$ cat src/rtl/seq_decoder_pkg.sv
// Shared opcode/ALU encodings, FSM states and control bundles for the sequencer decoder.
package seq_decoder_pkg;

    localparam logic [5:0] OP_NOP  = 6'b111111;
    localparam logic [5:0] OP_ADD  = 6'b000000;
    localparam logic [5:0] OP_ADDI = 6'b000001;
    localparam logic [5:0] OP_SUB  = 6'b000010;
    localparam logic [5:0] OP_SUBI = 6'b000011;
    localparam logic [5:0] OP_MUL  = 6'b000100;
    localparam logic [5:0] OP_MULI = 6'b000101;
    localparam logic [5:0] OP_ADDS = 6'b000110;
    localparam logic [5:0] OP_BABS = 6'b000111;
    localparam logic [5:0] OP_BREL = 6'b001000;
    localparam logic [5:0] OP_SHOW = 6'b001001;

    localparam logic [2:0] ALU_NOP = 3'b000;
    localparam logic [2:0] ALU_ADD = 3'b001;
    localparam logic [2:0] ALU_SUB = 3'b010;
    localparam logic [2:0] ALU_MUL = 3'b011;

    typedef enum logic [1:0] {RUN, MUL_WAIT, BR_WAIT} state_t;

    // Static per-opcode controls as produced by the decode table.
    typedef struct packed {
        logic [2:0] alu;
        logic       imm;
        logic       w;
        logic       store;
        logic       disp;
        logic       is_mul;
        logic       is_br;
        logic       is_abs;
        logic       illegal;
    } ctrl_t;

    typedef struct packed {
        logic [2:0] alu;
        logic       pc_incr;
        logic       pc_abs;
        logic       pc_rel;
        logic       imm;
        logic       w;
        logic       store;
        logic       disp;
        logic       br_timeout;
        logic       illegal;
    } out_t;

endpackage

$ cat src/rtl/seq_decoder_rom.sv
// Purely combinational opcode-to-control table used while the sequencer is in RUN.
module decode_rom
    import seq_decoder_pkg::*;
#(
    parameter int OPW = 6
) (
    input  logic [OPW-1:0] opcode,
    output ctrl_t          ctrl
);

    always_comb begin
        ctrl = '0;
        case (opcode)
            OPW'(OP_NOP):  ;
            OPW'(OP_ADD):  begin ctrl.alu = ALU_ADD; ctrl.w = 1'b1; end
            OPW'(OP_ADDI): begin ctrl.alu = ALU_ADD; ctrl.w = 1'b1; ctrl.imm = 1'b1; end
            OPW'(OP_SUB):  begin ctrl.alu = ALU_SUB; ctrl.w = 1'b1; end
            OPW'(OP_SUBI): begin ctrl.alu = ALU_SUB; ctrl.w = 1'b1; ctrl.imm = 1'b1; end
            OPW'(OP_ADDS): begin ctrl.alu = ALU_ADD; ctrl.w = 1'b1; ctrl.store = 1'b1; end
            OPW'(OP_MUL):  begin ctrl.alu = ALU_MUL; ctrl.w = 1'b1; ctrl.is_mul = 1'b1; end
            OPW'(OP_MULI): begin
                ctrl.alu = ALU_MUL; ctrl.w = 1'b1; ctrl.imm = 1'b1; ctrl.is_mul = 1'b1;
            end
            OPW'(OP_BABS): begin ctrl.is_br = 1'b1; ctrl.is_abs = 1'b1; end
            OPW'(OP_BREL): ctrl.is_br = 1'b1;
            OPW'(OP_SHOW): ctrl.disp = 1'b1;
            default:       ctrl.illegal = 1'b1;
        endcase
    end

endmodule

$ cat src/rtl/seq_decoder.sv
// Instruction sequencer decoder: single-cycle ALU ops, multi-cycle multiply and
// branch-wait with timeout. Outputs are Mealy on the current opcode and gated by reset.
module seq_decoder
    import seq_decoder_pkg::*;
#(
    parameter int OPW        = 6,
    parameter int AFW        = 3,
    parameter int MUL_LAT    = 3,
    parameter int BR_TIMEOUT = 8
) (
    input  logic           clk,
    input  logic           reset,
    input  logic [OPW-1:0] opcode,
    input  logic [3:0]     flags,
    input  logic           ready,
    input  logic           branch_cond,
    output logic           pc_incr,
    output logic           pc_abs,
    output logic           pc_rel,
    output logic [AFW-1:0] alu_func,
    output logic           imm,
    output logic           w,
    output logic           store,
    output logic           disp,
    output logic           stall,
    output logic           br_timeout,
    output logic           illegal
);

    localparam bit         MUL_MULTI = (MUL_LAT > 1);
    localparam logic [7:0] MUL_LOAD  = 8'(MUL_LAT - 1);
    // The RUN cycle that detects the mismatch counts as the first wait cycle.
    localparam logic [7:0] BR_LAST   = 8'((BR_TIMEOUT > 2) ? BR_TIMEOUT - 2 : 0);

    state_t         state, state_nx;
    logic [7:0]     cnt, cnt_nx;
    logic [OPW-1:0] op_q, op_nx;
    ctrl_t          rc;
    out_t           o;
    logic           br_match;
    logic           unused_flags;

    assign unused_flags = ^flags;
    assign br_match     = (ready == branch_cond);

    decode_rom #(.OPW(OPW)) u_rom (.opcode(opcode), .ctrl(rc));

    always_ff @(posedge clk or posedge reset) begin
        if (reset) begin
            state <= RUN;
            cnt   <= '0;
            op_q  <= OPW'(OP_NOP);
        end else begin
            state <= state_nx;
            cnt   <= cnt_nx;
            op_q  <= op_nx;
        end
    end

    always_comb begin
        state_nx = state;
        cnt_nx   = cnt;
        op_nx    = op_q;
        o        = '0;
        o.alu    = ALU_NOP;
        case (state)
            RUN: begin
                if (rc.is_mul && MUL_MULTI) begin
                    op_nx    = opcode;
                    cnt_nx   = MUL_LOAD;
                    state_nx = MUL_WAIT;
                    o.alu    = ALU_MUL;
                    o.imm    = rc.imm;
                end else if (rc.is_br) begin
                    if (br_match) begin
                        o.pc_abs = rc.is_abs;
                        o.pc_rel = !rc.is_abs;
                    end else begin
                        op_nx    = opcode;
                        cnt_nx   = '0;
                        state_nx = BR_WAIT;
                    end
                end else begin
                    o.alu     = rc.alu;
                    o.imm     = rc.imm;
                    o.w       = rc.w;
                    o.store   = rc.store;
                    o.disp    = rc.disp;
                    o.illegal = rc.illegal;
                    o.pc_incr = 1'b1;
                end
            end
            MUL_WAIT: begin
                o.alu = ALU_MUL;
                o.imm = (op_q == OPW'(OP_MULI));
                if (cnt <= 8'd1) begin
                    o.w       = 1'b1;
                    o.pc_incr = 1'b1;
                    cnt_nx    = '0;
                    state_nx  = RUN;
                end else begin
                    cnt_nx = cnt - 8'd1;
                end
            end
            BR_WAIT: begin
                if (br_match) begin
                    o.pc_abs = (op_q == OPW'(OP_BABS));
                    o.pc_rel = (op_q != OPW'(OP_BABS));
                    state_nx = RUN;
                end else if (cnt >= BR_LAST) begin
                    o.pc_incr    = 1'b1;
                    o.br_timeout = 1'b1;
                    state_nx     = RUN;
                end else begin
                    cnt_nx = cnt + 8'd1;
                end
            end
            default: state_nx = RUN;
        endcase
    end

    assign pc_incr    = !reset && o.pc_incr;
    assign pc_abs     = !reset && o.pc_abs;
    assign pc_rel     = !reset && o.pc_rel;
    assign alu_func   = reset ? '0 : AFW'(o.alu);
    assign imm        = !reset && o.imm;
    assign w          = !reset && o.w;
    assign store      = !reset && o.store;
    assign disp       = !reset && o.disp;
    assign br_timeout = !reset && o.br_timeout;
    assign illegal    = !reset && o.illegal;
    assign stall      = !reset && !(o.pc_incr || o.pc_abs || o.pc_rel);

endmodule

$ cat config.mk
export PLATFORM = sky130hd
export DESIGN_NAME = seq_decoder
export DESIGN_NICKNAME = d
export VERILOG_FILES = /design/src/rtl/seq_decoder_pkg.sv /design/src/rtl/seq_decoder_rom.sv /design/src/rtl/seq_decoder.sv
export SDC_FILE = /design/constraint.sdc
export NUM_CORES = 1
export LEC_CHECK = 0
export ABC_AREA = 0
export CORE_ASPECT_RATIO = 1.2
export CORE_UTILIZATION = 30
export CTS_CLUSTER_DIAMETER = 60
export DETAILED_ROUTE_END_ITERATION = 6
export HOLD_SLACK_MARGIN = 0.02
export SETUP_SLACK_MARGIN = 0.1
export SYNTH_ARGS = -nofsm -noshare
export SYNTH_HDL_FRONTEND = slang
export SYNTH_SLANG_ARGS = --single-unit
$ cat constraint.sdc
create_clock -name clk -period 2.73 [get_ports clk]
set_clock_uncertainty 0.05 [all_clocks]
set_input_delay 0.4095 -clock clk [delete_from_list [all_inputs] [get_ports clk]]
set_output_delay 0.4095 -clock clk [all_outputs]
set_load 0.02 [all_outputs]
After elaboration in Yosys (flattened, before gate mapping)
Index checks and enable logic that the tools add are counted.
{ "totals": {"regBits": 16, "inputBits": 14, "out_inout_bits": 13, "elab_cells": 107} }
{ "op_classes": {"add_sub_neg": 2, "order_cmp": 2, "n_eq_ne": 23, "mux": 48, "n_reduce_logical": 29} }
{ "ops": {"columns": ["op", "n"], "rows": [
  ["$mux W8", 6],
  ["$eq A6 B3 Y1 const B", 6],
  ["$pmux W8 S3", 1],
  ["$mux W2", 10],
  ["$mux W6", 3],
  ["$mux W1", 16],
  ["$eq A6 B2 Y1 const B", 2],
  ["$eq A6 B4 Y1 const B", 2],
  ["$mux W3", 4],
  ["$pmux W2 S3", 2],
  ["$reduce_or A11 Y1", 1],
  ["$logic_and A1 B1 Y1", 10],
  ["$ne A3 B3 Y1 const B", 3],
  ["$add A8 B1 Y8 const B", 1],
  ["$ge A8 B3 Y1 const B", 1],
  ["$le A8 B1 Y1 const B", 1],
  ["$mux W4", 2],
  ["$ne A2 B2 Y1 const B", 4],
  ["$pmux W2 S2", 2],
  ["$sub A8 B1 Y8 const B", 1],
  ["$reduce_or A7 Y1", 1],
  ["$eq A6 B1 Y1 const B", 1],
  ["$eq A6 B6 Y1 const B", 1],
  ["$logic_not A6 Y1", 1],
  ["other kinds (16)", 22]
]} }

Logic depth before layout (Yosys ltp)
Gate-level depths: netlist of run 1.
{ "depth": {"depth_word": 11, "depth_mapped": 8, "mapped_depth_nobuf": 7} }

By module
A second synthesis of run 1 with hierarchy kept.
{ "hier_totals": {"cells_unflattened": 176, "hier_area_um2": 1483.9} }
{ "modules_own_cells": {"columns": ["mod", "n_inst", "cells_per_inst", "area_per_inst_um2"], "rows": [
  ["seq_decoder", 1, 150, 1307.5],
  ["decode_rom", 1, 26, 176.4]
]} }

Least setup slack after synthesis of run 1
Ideal clock, no wire load.
{ "synth_timing": {"path_type": "flip-flop to output port", "startpoint": "register cnt[4]", "endpoint": "output stall", "arrival_ps": 2095, "t_required_ps": 2271, "setup_slack_ps": 176, "stages_incl_launch_ff": 6, "path_buffers": 1, "path_cell_list": "dfrtp_1 > buf_6 > or4_4 > o311ai_0 > a31oi_1 > nor3_1"} }
{ "synth_via": {"elab_chain_cells": 8, "elab_cells_between_ends": 10, "classes_between": "2 x order compare; 4 x mux; 4 x reduce/logical"} }
{ "synth_rtl": {"columns": ["item", "line", "text"], "rows": [
  ["start: declaration", "seq_decoder.sv:36", "logic [7:0] cnt, cnt_nx;"],
  ["start signal: assignment", "seq_decoder.sv:55", "cnt <= cnt_nx;"],
  ["$ge A8 B3 Y1", "seq_decoder.sv:110", "end else if (cnt >= BR_LAST) begin"],
  ["$mux W1", "seq_decoder.sv:110", null],
  ["$mux W1", "seq_decoder.sv:106", "if (br_match) begin"],
  ["$pmux W1 S3 (*)", "seq_decoder.sv:66", "case (state)"],
  ["$logic_or A1 B1 Y1 (*) (2 in series)", "seq_decoder.sv:132", "assign stall = !reset && !(o.pc_incr || o.pc_abs || o.pc_rel);"],
  ["$logic_not A1 Y1 (*)", "seq_decoder.sv:132", null],
  ["$logic_and A1 B1 Y1 (*)", "seq_decoder.sv:132", null],
  ["end: declaration", "seq_decoder.sv:25", "output logic stall,"]
]} }
Every way passes the cells marked *; elsewhere a longest branch is shown, timed or not.

Worst setup path after layout of run 1
{ "layout_timing": {"startpoint": "register cnt[4]", "endpoint": "output pc_incr"} }
{ "layout_via": {"elab_chain_cells": 5, "elab_cells_between_ends": 7, "classes_between": "2 x order compare; 4 x mux; 1 x reduce/logical"} }
{ "layout_rtl": {"columns": ["item", "line", "text"], "rows": [
  ["$ge A8 B3 Y1", "seq_decoder.sv:110", null],
  ["$mux W1", "seq_decoder.sv:110", null],
  ["$mux W1", "seq_decoder.sv:106", null],
  ["$pmux W1 S3 (*)", "seq_decoder.sv:66", null],
  ["$logic_and A1 B1 Y1 (*)", "seq_decoder.sv:122", "assign pc_incr = !reset && o.pc_incr;"],
  ["end: declaration", "seq_decoder.sv:17", "output logic pc_incr,"]
]} }
Marks and branches as above.

==> summary.txt, run 1 <==
post-route ant nets: 0
switching pwr: 0.517 mW
post-synthesis compound-gate area fraction: 28.4%
Skew-Pair Late Insertion Delay: 0.24 ns
Yosys reg bits: 16
crit path launch: cnt[4]
Top FF cell, synth: dfrtp_1
post-synthesis cell type count: 53
met3 WL post-DR: 212 um
DIE HEIGHT: 77.6 um
Overall Global Routing Usage: 17.7%
Clock Sinks: 16
FP Rows: 27
worst path cell trace: or4_4 > nor4_1 > nand2_1 > a31oi_2 > and2_1 > buf_2
met2 WL post-DR: 2110 um
Setup crit start kind: register
1st-iter DRT viols: 92
fin util: 46.2%
CTS H-tree lvls: 1
Root Driver: clkbuf_8
total grt overflow: 0
Final Cycle Share: 93.4%
Post-Syn Nets: 194
Vias per Instance: 5.21
Seq/Total Area, Yosys: 28.6%
# port buffers: 21
CP Depth: 6
Worst path max stage delay: 0.57 ns
largest family of logic cells by synthesized area: compound AO/OA/AOI/OAI gates
Clk pin slew, worst setup/hold paths: 0.06 ns
Routed WL: 4180 um
Syn Inst Count: 172
largest net degree at the start of global routing: 17
post-synthesis mux area share: 1.58%
worst-margin pin slew: 0.537 ns
crit path DAT: 2.09 ns
Cells on Worst Hold Path: 2
Clock power frac: 16.1%
GP Congestion: 0.881
Initial Util: 31.1%
Async SR Flop Fraction: 100%
Metal-1 WL: 1830 um
Critical Path RT: 2.27 ns
max-slew violations: 0
Worst path slowest cell: or4_4
antenna cells: 0
Syn Area/Cell: 8.30 um2
Fin Setup TNS: 0 ns
Pwr Total: 1.29 mW
Critical path buffers and inverters: 1
Post-synth EDFFs: 0
CP Max Fanout: 4
Pwr per Cell Area: 608 mW/mm2
Min-Delay Path Class: register to register
Largest delay share family, worst path: simple AND/OR/NAND/NOR gates
first-pass GRT wire length: 7130 um
drt wl/cell: 14.4 um
initial antenna violation count: 0
proportion of layout cells with a drive suffix above 1: 36.5%
hold buffers post-CTS: 0
unrepaired setup endpoints after global routing: yes
Int Power: 0.772 mW
Synth Area in Simple Gates: 23.8%
Setup crit end kind: primary output
Reg-to-Reg Start: state[0]
CTS tree: done
Sw Share: 40.1%
footprint of the multi-input gates: 1000 um2
Synth Area in Adders: 7.01%
mapped cell area: 0.00143 mm2
Flop pwr share: 26.6%
R2R cell count: 8
Critical Path End: pc_incr
Synth Warn #: 0
FF+latch area: 408 um2
Total Die Area: 0.00504 mm2
IO Count: 27
Leak: 0.943 nW
fill count: 491
Final setup viols: 0
f_max: 0.392 GHz
Die Wd: 65.0 um
Comb pwr share: 57.3%
Reg2Reg Setup Slack: 0.35 ns
CTS Buf Count: 3
Slew HR: 63.9%
CP Class: register to primary output
vias in the first global route: 1,505
DPL Wire Length: 3240 um
nets: 256
Tmin final: 2.55 ns
R2R Path End: cnt[7]
layout overhead on the synthesized area: 48.6%
Final Hold Fails: 0
worst ir drop on vdd: 0.308 mV
Synth Area in XOR/XNOR: 3.68%
routed via count: 1,515
top layer in use: met4
# DRC: 0
CORE AREA: 0.00459 mm2
Max-cap violations: 0
DRT Pass-1 Iters: 4
status: finished clean
CTS max path bufs: 2
[placed cells by master (no fill, tap or decap), drive strengths merged, types with 3 or more instances in the layout]
master         instances
buf                   50
dlymetal6s2s           3
o22ai                  3
o21ai                 18
or4                    3
inv                   12
clkdlybuf4s50          5
and3                   3
nor2                  15
nand3                  3
dfstp                  6
nor4                   3
xnor2                  3
nor2b                  3
a21oi                  8
clkdlybuf4s15          4
clkbuf                 4
xor2                   3
o31ai                  3
and2                   3
nand2                  9
ha                     8
nor3                   8
dfrtp                 10
a31oi                  5
or3                    3
dlygate4sd2            5
[synth_stat cells (all sizes together), types with 3 or more instances]
library cell | n | area, um2
xor2 | 3 | 26.3
nor2 | 15 | 56.3
nor2b | 3 | 18.8
or3 | 3 | 18.8
inv | 12 | 45.0
clkbuf | 7 | 26.3
buf | 3 | 23.8
nand3 | 3 | 15.0
dfrtp | 10 | 250
nor3 | 8 | 40.0
and2 | 3 | 18.8
xnor2 | 3 | 26.3
o21ai | 18 | 90.1
dfstp | 6 | 158
a21oi | 8 | 40.0
or4 | 3 | 26.3
and3 | 3 | 18.8
nor4 | 3 | 18.8
ha | 8 | 100
nand2 | 9 | 33.8
o22ai | 3 | 32.5
a31oi | 5 | 31.3
o31ai | 3 | 22.5
[state kept, by name (all words and copies together), names as in the netlist]
name	flops
state	2
cnt	8
op_q	6
[kinds of logic (layout without fill, tap and decap cells)]
group,count (synthesis),in the layout
multiplexers,2,2
AO/OA/AOI/OAI,56,56
other,1,1
adder cells (fa/ha/maj),8,8
AND/OR/NAND/NOR,61,61
XOR/XNOR,6,6
buffers and inverters,22,83
flip-flops,16,16
[metal layers]
| layer | GRT usage [%] | vias to the layer above |
|---|---|---|
| met3 | 2.21 | 2 |
| met1 | 22.2 | 712 |
| li1 | - | 756 |
| met5 | 0 | - |
| met2 | 31.7 | 45 |
| met4 | 4.00 | 0 |
[repair_timing]
action / CTS / global route
setup endpoints to repair: 15 / 14
gates resized for setup: 45 / 13
buffers inserted: 0 / 1
gates cloned: 0 / 0
pin swaps: 2 / 4
[worst min-delay path, cell delays in order, from the launching register on]
cell and delay [ns]:
dfstp_2 0.37, nand2_1 0.04, o21ai_0 0.07
[cell type report]
cell class	count	share of cell area [%]
repair buffers	67	25.5
well taps	58	3.42
flip-flops and latches	16	19.2
clock buffers	4	2.60
inverters	12	2.12
multi-input cells	134	47.1
[power by group through the flow]
stage | Clock [mW] | Combinational (mW) | Sequential, mW
floorplan | 0 | 0.424 | 0.346
global placement | 0 | 0.714 | 0.343
detailed placement | 0 | 0.717 | 0.346
CTS | 0.215 | 0.713 | 0.342
global route | 0.232 | 0.815 | 0.351
finish | 0.207 | 0.739 | 0.343
[how the worst min path moves through the flow]
stage          startpoint  endpoint  slack [ns]
6_report          op_q[0]   op_q[0]        0.44
5_1_grt           op_q[0]   op_q[0]        0.45
4_1_cts           op_q[0]   op_q[0]        0.43
3_5_place_dp      op_q[0]   op_q[0]        0.42
3_3_place_gp      op_q[0]   op_q[0]        0.42
2_1_floorplan     op_q[2]   op_q[2]        0.41
[stage by stage]
stage	hold slack [ns]	instance area (um2)	worst slack (ns)	instances
5_1_grt	0.449	2120	0.0572	291
4_1_cts	0.435	2060	0.0573	290
3_5_place_dp	0.425	2000	-0.460	286
2_1_floorplan	0.408	1430	0.176	172
6_report	0.437	2120	0.180	291
3_3_place_gp	0.422	2000	-0.415	286
Power figures use the tool's default switching activity.
==> inputs of run 2 (changes only) <==
SKIP_LAST_GASP = 1   (was not set)
==> run 2 against run 1 <==
  * Sequential share of layout area is essentially flat
  * Critical path depth shrank 1
  * Final cell count is the same
  * Critical endpoint is now br_timeout
==> summary.txt, run 2 (same netlist as run 1, synthesis figures left out) <==
Leak: 0.949 nW (was 0.943 nW)
most common cell after layout, fill and taps aside: buf_4 (unchanged)
CORE AREA: 0.00459 mm2 (unchanged)
total grt overflow: 0 (unchanged)
DPL Wire Length: 3240 um (unchanged)
Skew-Pair Late Insertion Delay: 0.25 ns (was 0.24 ns)
# port buffers: 21 (unchanged)
Min-Delay Path Class: register to register (unchanged)
Pwr Total: 1.29 mW (about the same)
Final Cycle Share: 92.5% (was 93.4%)
biggest regs: cnt: 8 flops, op_q: 6 flops, state: 2 flops (unchanged)
Max-cap violations: 0 (unchanged)
f_max: 0.396 GHz (was 0.392 GHz)
Vias per Instance: 5.21 (unchanged)
Cells on Worst Hold Path: 2 (unchanged)
Slew HR: 63.9% (about the same)
first-pass GRT wire length: 7130 um (unchanged)
CTS max path bufs: 2 (unchanged)
nets: 256 (unchanged)
CTS tree: done (unchanged)
Clock Sinks: 16 (unchanged)
Final Hold Fails: 0 (unchanged)
R2R cell count: 8 (unchanged)
DIE HEIGHT: 77.6 um (unchanged)
DRT Pass-1 Iters: 4 (unchanged)
Total Die Area: 0.00504 mm2 (unchanged)
worst path cell trace: or4_4 > o311ai_2 > buf_4 > nor2_1 > dlygate4sd2_1 (was or4_4 > nor4_1 > nand2_1 > a31oi_2 > and2_1 > buf_2)
largest net degree at the start of global routing: 17 (unchanged)
Clk pin slew, worst setup/hold paths: 0.06 ns (about the same)
Root Driver: clkbuf_8 (unchanged)
max reg flops: 8 (unchanged)
most frequent cells in the layout: 46 x buf_4, 16 x o21ai_0, 14 x nor2_1 (unchanged)
Hold Crit Start: op_q[0] (unchanged)
Reg-to-Reg Start: state[0] (unchanged)
Reg2Reg Setup Slack: 0.35 ns (about the same)
fill count: 493 (was 491)
status: finished clean (unchanged)
GP Congestion: 0.881 (unchanged)
Setup crit start kind: register (unchanged)
Final setup viols: 0 (unchanged)
Die Wd: 65.0 um (unchanged)
Hold Crit Endpoint: op_q[0] (unchanged)
worst ir drop on vdd: 0.303 mV (was 0.308 mV)
CTS Buf Count: 3 (unchanged)
CP Class: register to primary output (unchanged)
Worst path max stage delay: 0.57 ns (about the same)
Setup crit end kind: primary output (unchanged)
FP Rows: 27 (unchanged)
Initial Util: 31.1% (unchanged)
Overall Global Routing Usage: 17.7% (unchanged)
Hold Slack: 0.436 ns (was 0.437 ns)
Tmin final: 2.53 ns (was 2.55 ns)
routed via count: 1,515 (unchanged)
Most flops, register: cnt (unchanged)
unrepaired setup endpoints after global routing: yes (unchanged)
Worst path slowest cell: or4_4 (unchanged)
Largest delay share family, worst path: simple AND/OR/NAND/NOR gates (unchanged)
post-route ant nets: 0 (unchanged)
proportion of layout cells with a drive suffix above 1: 36.9% (was 36.5%)
antenna cells: 0 (unchanged)
drt wl/cell: 14.4 um (about the same)
Critical Path RT: 2.27 ns (about the same)
fin util: 46.3% (was 46.2%)
placed instance count: 286 (unchanged)
Final Instance Area: 0.00213 mm2 (was 0.00212 mm2)
1st-iter DRT viols: 83 (was 92)
max-slew violations: 0 (unchanged)
Pwr per Cell Area: 609 mW/mm2 (was 608 mW/mm2)
vias in the first global route: 1,505 (unchanged)
Routed WL: 4180 um (about the same)
CP Max Fanout: 4 (unchanged)
worst-margin pin slew: 0.538 ns (was 0.537 ns)
Critical path buffers and inverters: 2 (was 1)
R2R Path End: cnt[7] (unchanged)
post-place instance area: 0.00200 mm2 (unchanged)
layout overhead on the synthesized area: 48.9% (was 48.6%)
crit path launch: cnt[4] (unchanged)
Cell Count, Final, Fillers Out: 291 (unchanged)
# DRC: 0 (unchanged)
crit path DAT: 2.07 ns (was 2.09 ns)
initial antenna violation count: 0 (unchanged)
IO Count: 27 (unchanged)
CTS H-tree lvls: 1 (unchanged)
[run 2: cell types whose count changed in the layout (fill, tap and decap cells not counted)]
cell,before,now
clkdlybuf4s15_1,1,0
dlygate4sd2_1,5,6
nor4_1,2,1
nor4_2,1,2
[run 2: timing repair]
action / in CTS / in global routing
setup endpoints to repair: 15 / 14
setup buffers: 0 / 1
pin swaps: 1 / 4
hold buffers: 0 / 0
resized for setup: 43 / 15
endpoints found under the hold margin: 0 / 0
[run 2: per-layer routing]
metal | share of wire (%) | vias to the layer above | global-route usage, %
li1 | - | 757 | -
met4 | 0.45 | 0 | 4.00
met5 | 0 | - | 0
met3 | 4.2 | 2 | 2.21
met1 | 45 | 714 | 22.2
met2 | 50 | 42 | 31.7
[run 2: tightest hold or removal path: cells and delay by family, from the launching register on]
family	cells	cell delay, ns
DFF	1	0.37
AOI/OAI and AO/OA	1	0.07
and+or+nand+nor	1	0.04
[run 2: through the flow]
stage | setup WS, ns | TNS, ns
after global placement | -0.415 | -4.25
after CTS | -0.0398 | -0.0614
after floorplan | 0.176 | 0
final | 0.203 | 0
after global routing | 0.0879 | 0
after detailed placement | -0.460 | -4.44
[run 2: cell type report]
cell class / count / area (um2) / area share [%]
clock buffers: 4 / 55.1 / 2.59
flip-flops and latches: 16 / 408 / 19.2
repair buffers: 67 / 539 / 25.4
inverters: 12 / 45.0 / 2.12
multi-input cells: 134 / 1010 / 47.3
well taps: 58 / 72.6 / 3.41
[run 2: where the power goes]
group | internal, mW | switching (mW) | total (mW)
Sequential | 0.309 | 0.0347 | 0.343
Clock | 0.128 | 0.0797 | 0.207
Combinational | 0.338 | 0.405 | 0.744
[run 2: worst max path at each step]
stage,to,slack (ns),cells past startpoint
floorplan,stall,0.18,5
global placement,stall,-0.42,7
detailed placement,stall,-0.46,7
CTS,illegal,-0.04,7
global route,stall,0.09,5
finish,br_timeout,0.20,5
==> inputs of run 3 (changes only) <==
--- a/config.mk
+++ b/config.mk
@@ -15,2 +15,3 @@
 export SKIP_LAST_GASP = 1
+export SLEW_MARGIN = 20
 export SYNTH_ARGS = -nofsm -noshare
--- a/constraint.sdc
+++ b/constraint.sdc
@@ -4,2 +4,2 @@
 set_output_delay 0.4095 -clock clk [all_outputs]
-set_load 0.02 [all_outputs]
+set_load 0.05 [all_outputs]
==> run 3 against run 2 <==
  * Critical path type unchanged
  * Sequential share of layout area grew 0.057 points
  * Routed wire length grew 0.31%
  * Highest routed layer unchanged
  * Largest power group unchanged
  * Fmax shrank 2.6%
  * Combinational power grew 12%
  * Via count shrank 3.3%
  * Flip-flop and latch count is the same
  * Cell area shrank 0.29%
==> summary.txt, run 3 (same netlist as run 1, synthesis figures left out) <==
Max-cap violations: 0 (unchanged)
Flop pwr share: 25.1% (was 26.5%)
CTS tree: done (unchanged)
met3 WL post-DR: 165 um (was 176 um)
Int Power: 0.796 mW (was 0.775 mW)
Initial Util: 31.1% (unchanged)
Comb pwr share: 59.2% (was 57.5%)
Min-Delay Path Class: register to register (unchanged)
first-pass GRT wire length: 6780 um (was 7130 um)
GP Congestion: 0.888 (was 0.881)
Overall Global Routing Usage: 17.4% (was 17.7%)
FP Rows: 27 (unchanged)
Reg2Reg Setup Slack: 0.36 ns (was 0.35 ns)
1st-iter DRT viols: 69 (was 83)
antenna cells: 0 (unchanged)
nets: 235 (was 256)
biggest regs: cnt: 8 flops, op_q: 6 flops, state: 2 flops (unchanged)
initial antenna violation count: 0 (unchanged)
CP Max Fanout: 5 (was 4)
Clock Sinks: 16 (unchanged)
most frequent cells in the layout: 27 x buf_4, 16 x o21ai_0, 15 x nor2_1 (was 46 x buf_4, 16 x o21ai_0, 14 x nor2_1)
pre-CTS WS: -0.121 ns (was -0.460 ns)
post-route ant nets: 0 (unchanged)
Vias per Instance: 5.43 (was 5.21)
Pwr per Cell Area: 662 mW/mm2 (was 609 mW/mm2)
Final setup viols: 0 (unchanged)
Root Driver: clkbuf_8 (unchanged)
Metal-1 WL: 1880 um (was 1900 um)
Clock power frac: 15.6% (was 16.0%)
largest net degree at the start of global routing: 17 (unchanged)
CP Class: register to primary output (unchanged)
CTS H-tree lvls: 1 (unchanged)
Hold Crit Start: op_q[0] (unchanged)
routed via count: 1,465 (was 1,515)
DPL Wire Length: 3060 um (was 3240 um)
Final WS setup: 0.136 ns (was 0.203 ns)
CTS max path bufs: 2 (unchanged)
Die Wd: 65.0 um (unchanged)
switching pwr: 0.608 mW (was 0.520 mW)
Setup crit end kind: primary output (unchanged)
Most flops, register: cnt (unchanged)
Pwr Total: 1.40 mW (was 1.29 mW)
# port buffers: 21 (unchanged)
max reg flops: 8 (unchanged)
crit path DAT: 2.13 ns (was 2.07 ns)
Routed WL: 4190 um (was 4180 um)
Leak: 0.878 nW (was 0.949 nW)
top layer in use: met4 (unchanged)
worst-margin pin slew: 0.550 ns (was 0.538 ns)
total grt overflow: 0 (unchanged)
# DRC: 0 (unchanged)
Slew HR: 63.1% (was 63.9%)
f_max: 0.385 GHz (was 0.396 GHz)
Clk pin slew, worst setup/hold paths: 0.07 ns (was 0.06 ns)
drt wl/cell: 15.5 um (was 14.4 um)
hold buffers post-CTS: 0 (unchanged)
Critical Path RT: 2.27 ns (about the same)
Setup crit start kind: register (unchanged)
most common cell after layout, fill and taps aside: buf_4 (unchanged)
DRT Pass-1 Iters: 4 (unchanged)
CORE AREA: 0.00459 mm2 (unchanged)
Sw Share: 43.3% (was 40.2%)
proportion of layout cells with a drive suffix above 1: 34.4% (was 36.9%)
met2 WL post-DR: 2090 um (was 2080 um)
Reg-to-Reg Start: state[0] (unchanged)
Skew-Pair Late Insertion Delay: 0.26 ns (was 0.25 ns)
DIE HEIGHT: 77.6 um (unchanged)
Total Die Area: 0.00504 mm2 (unchanged)
CTS Buf Count: 3 (unchanged)
Final Cycle Share: 95.0% (was 92.5%)
IO Count: 27 (unchanged)
crit path launch: cnt[4] (unchanged)
Tmin final: 2.59 ns (was 2.53 ns)
status: finished clean (unchanged)
max-slew violations: 0 (unchanged)
worst ir drop on vdd: 0.338 mV (was 0.303 mV)
fill count: 456 (was 493)
vias in the first global route: 1,360 (was 1,505)
layout overhead on the synthesized area: 48.5% (was 48.9%)
Final Hold Fails: 0 (unchanged)
unrepaired setup endpoints after global routing: yes (unchanged)
==> run 3: changes by cell type in the layout (fill, tap and decap cells not counted), sizes merged <==
cell,previous run,this run
clkdlybuf4s15,3,0
buf,50,37
dlygate4sd2,6,1
==> run 3: metal layers <==
layer	vias up	GRT usage, %
li1	718	-
met2	49	28.7
met1	694	23.2
met3	4	1.76
met5	-	0
met4	0	6.22
==> run 3: power by group through the flow <==
stage | combinational, mW | sequential [mW] | clock [mW]
global route | 0.908 | 0.360 | 0.235
CTS | 0.798 | 0.351 | 0.226
detailed placement | 0.757 | 0.354 | 0
global placement | 0.754 | 0.351 | 0
floorplan | 0.490 | 0.346 | 0
finish | 0.832 | 0.353 | 0.219
==> run 3: area by class of cell <==
cell class	count	area, um2	share of cell area [%]
Inverter	12	45.0	2.13
Sequential cell	16	408	19.2
Timing Repair Buffer	46	490	23.1
Multi-Input combinational cell	134	1050	49.5
Tap cell	58	72.6	3.42
Clock buffer	4	55.1	2.60
==> run 3: critical path, cell delays in order (launching register included) <==
cell,delay [ns]
dfrtp_1,0.38
or4_4,0.61
o311ai_4,0.36
a31oi_4,0.14
nor3_4,0.23
buf_12,0.16
==> run 3: final timing paths <==
path / end / cells after the start
min in group asynchronous: cnt[7] / 4
max: stall / 5
min reg2reg: op_q[0] / 2
max in group asynchronous: op_q[1] / 4
min: op_q[0] / 2
max reg2reg: cnt[7] / 7
==> run 3: metrics by stage <==
step | util [%] | area, um2 | hold slack [ns] | setup TNS, ns | std cells
after CTS | 45.1 | 2070 | 0.436 | 0 | 270
after detailed placement | 42.6 | 1960 | 0.426 | -0.582 | 265
after global routing | 46.1 | 2120 | 0.453 | 0 | 270
after global placement | 42.6 | 1960 | 0.418 | -0.776 | 265
final | 46.1 | 2120 | 0.436 | 0 | 270
after floorplan | - | 1460 | 0.408 | 0 | 172
==> run 3: timing repair <==
action	in CTS	in global routing
endpoints found under the setup margin	7	12
buffers inserted	1	0
gates resized for setup	13	10
pin swaps	4	5
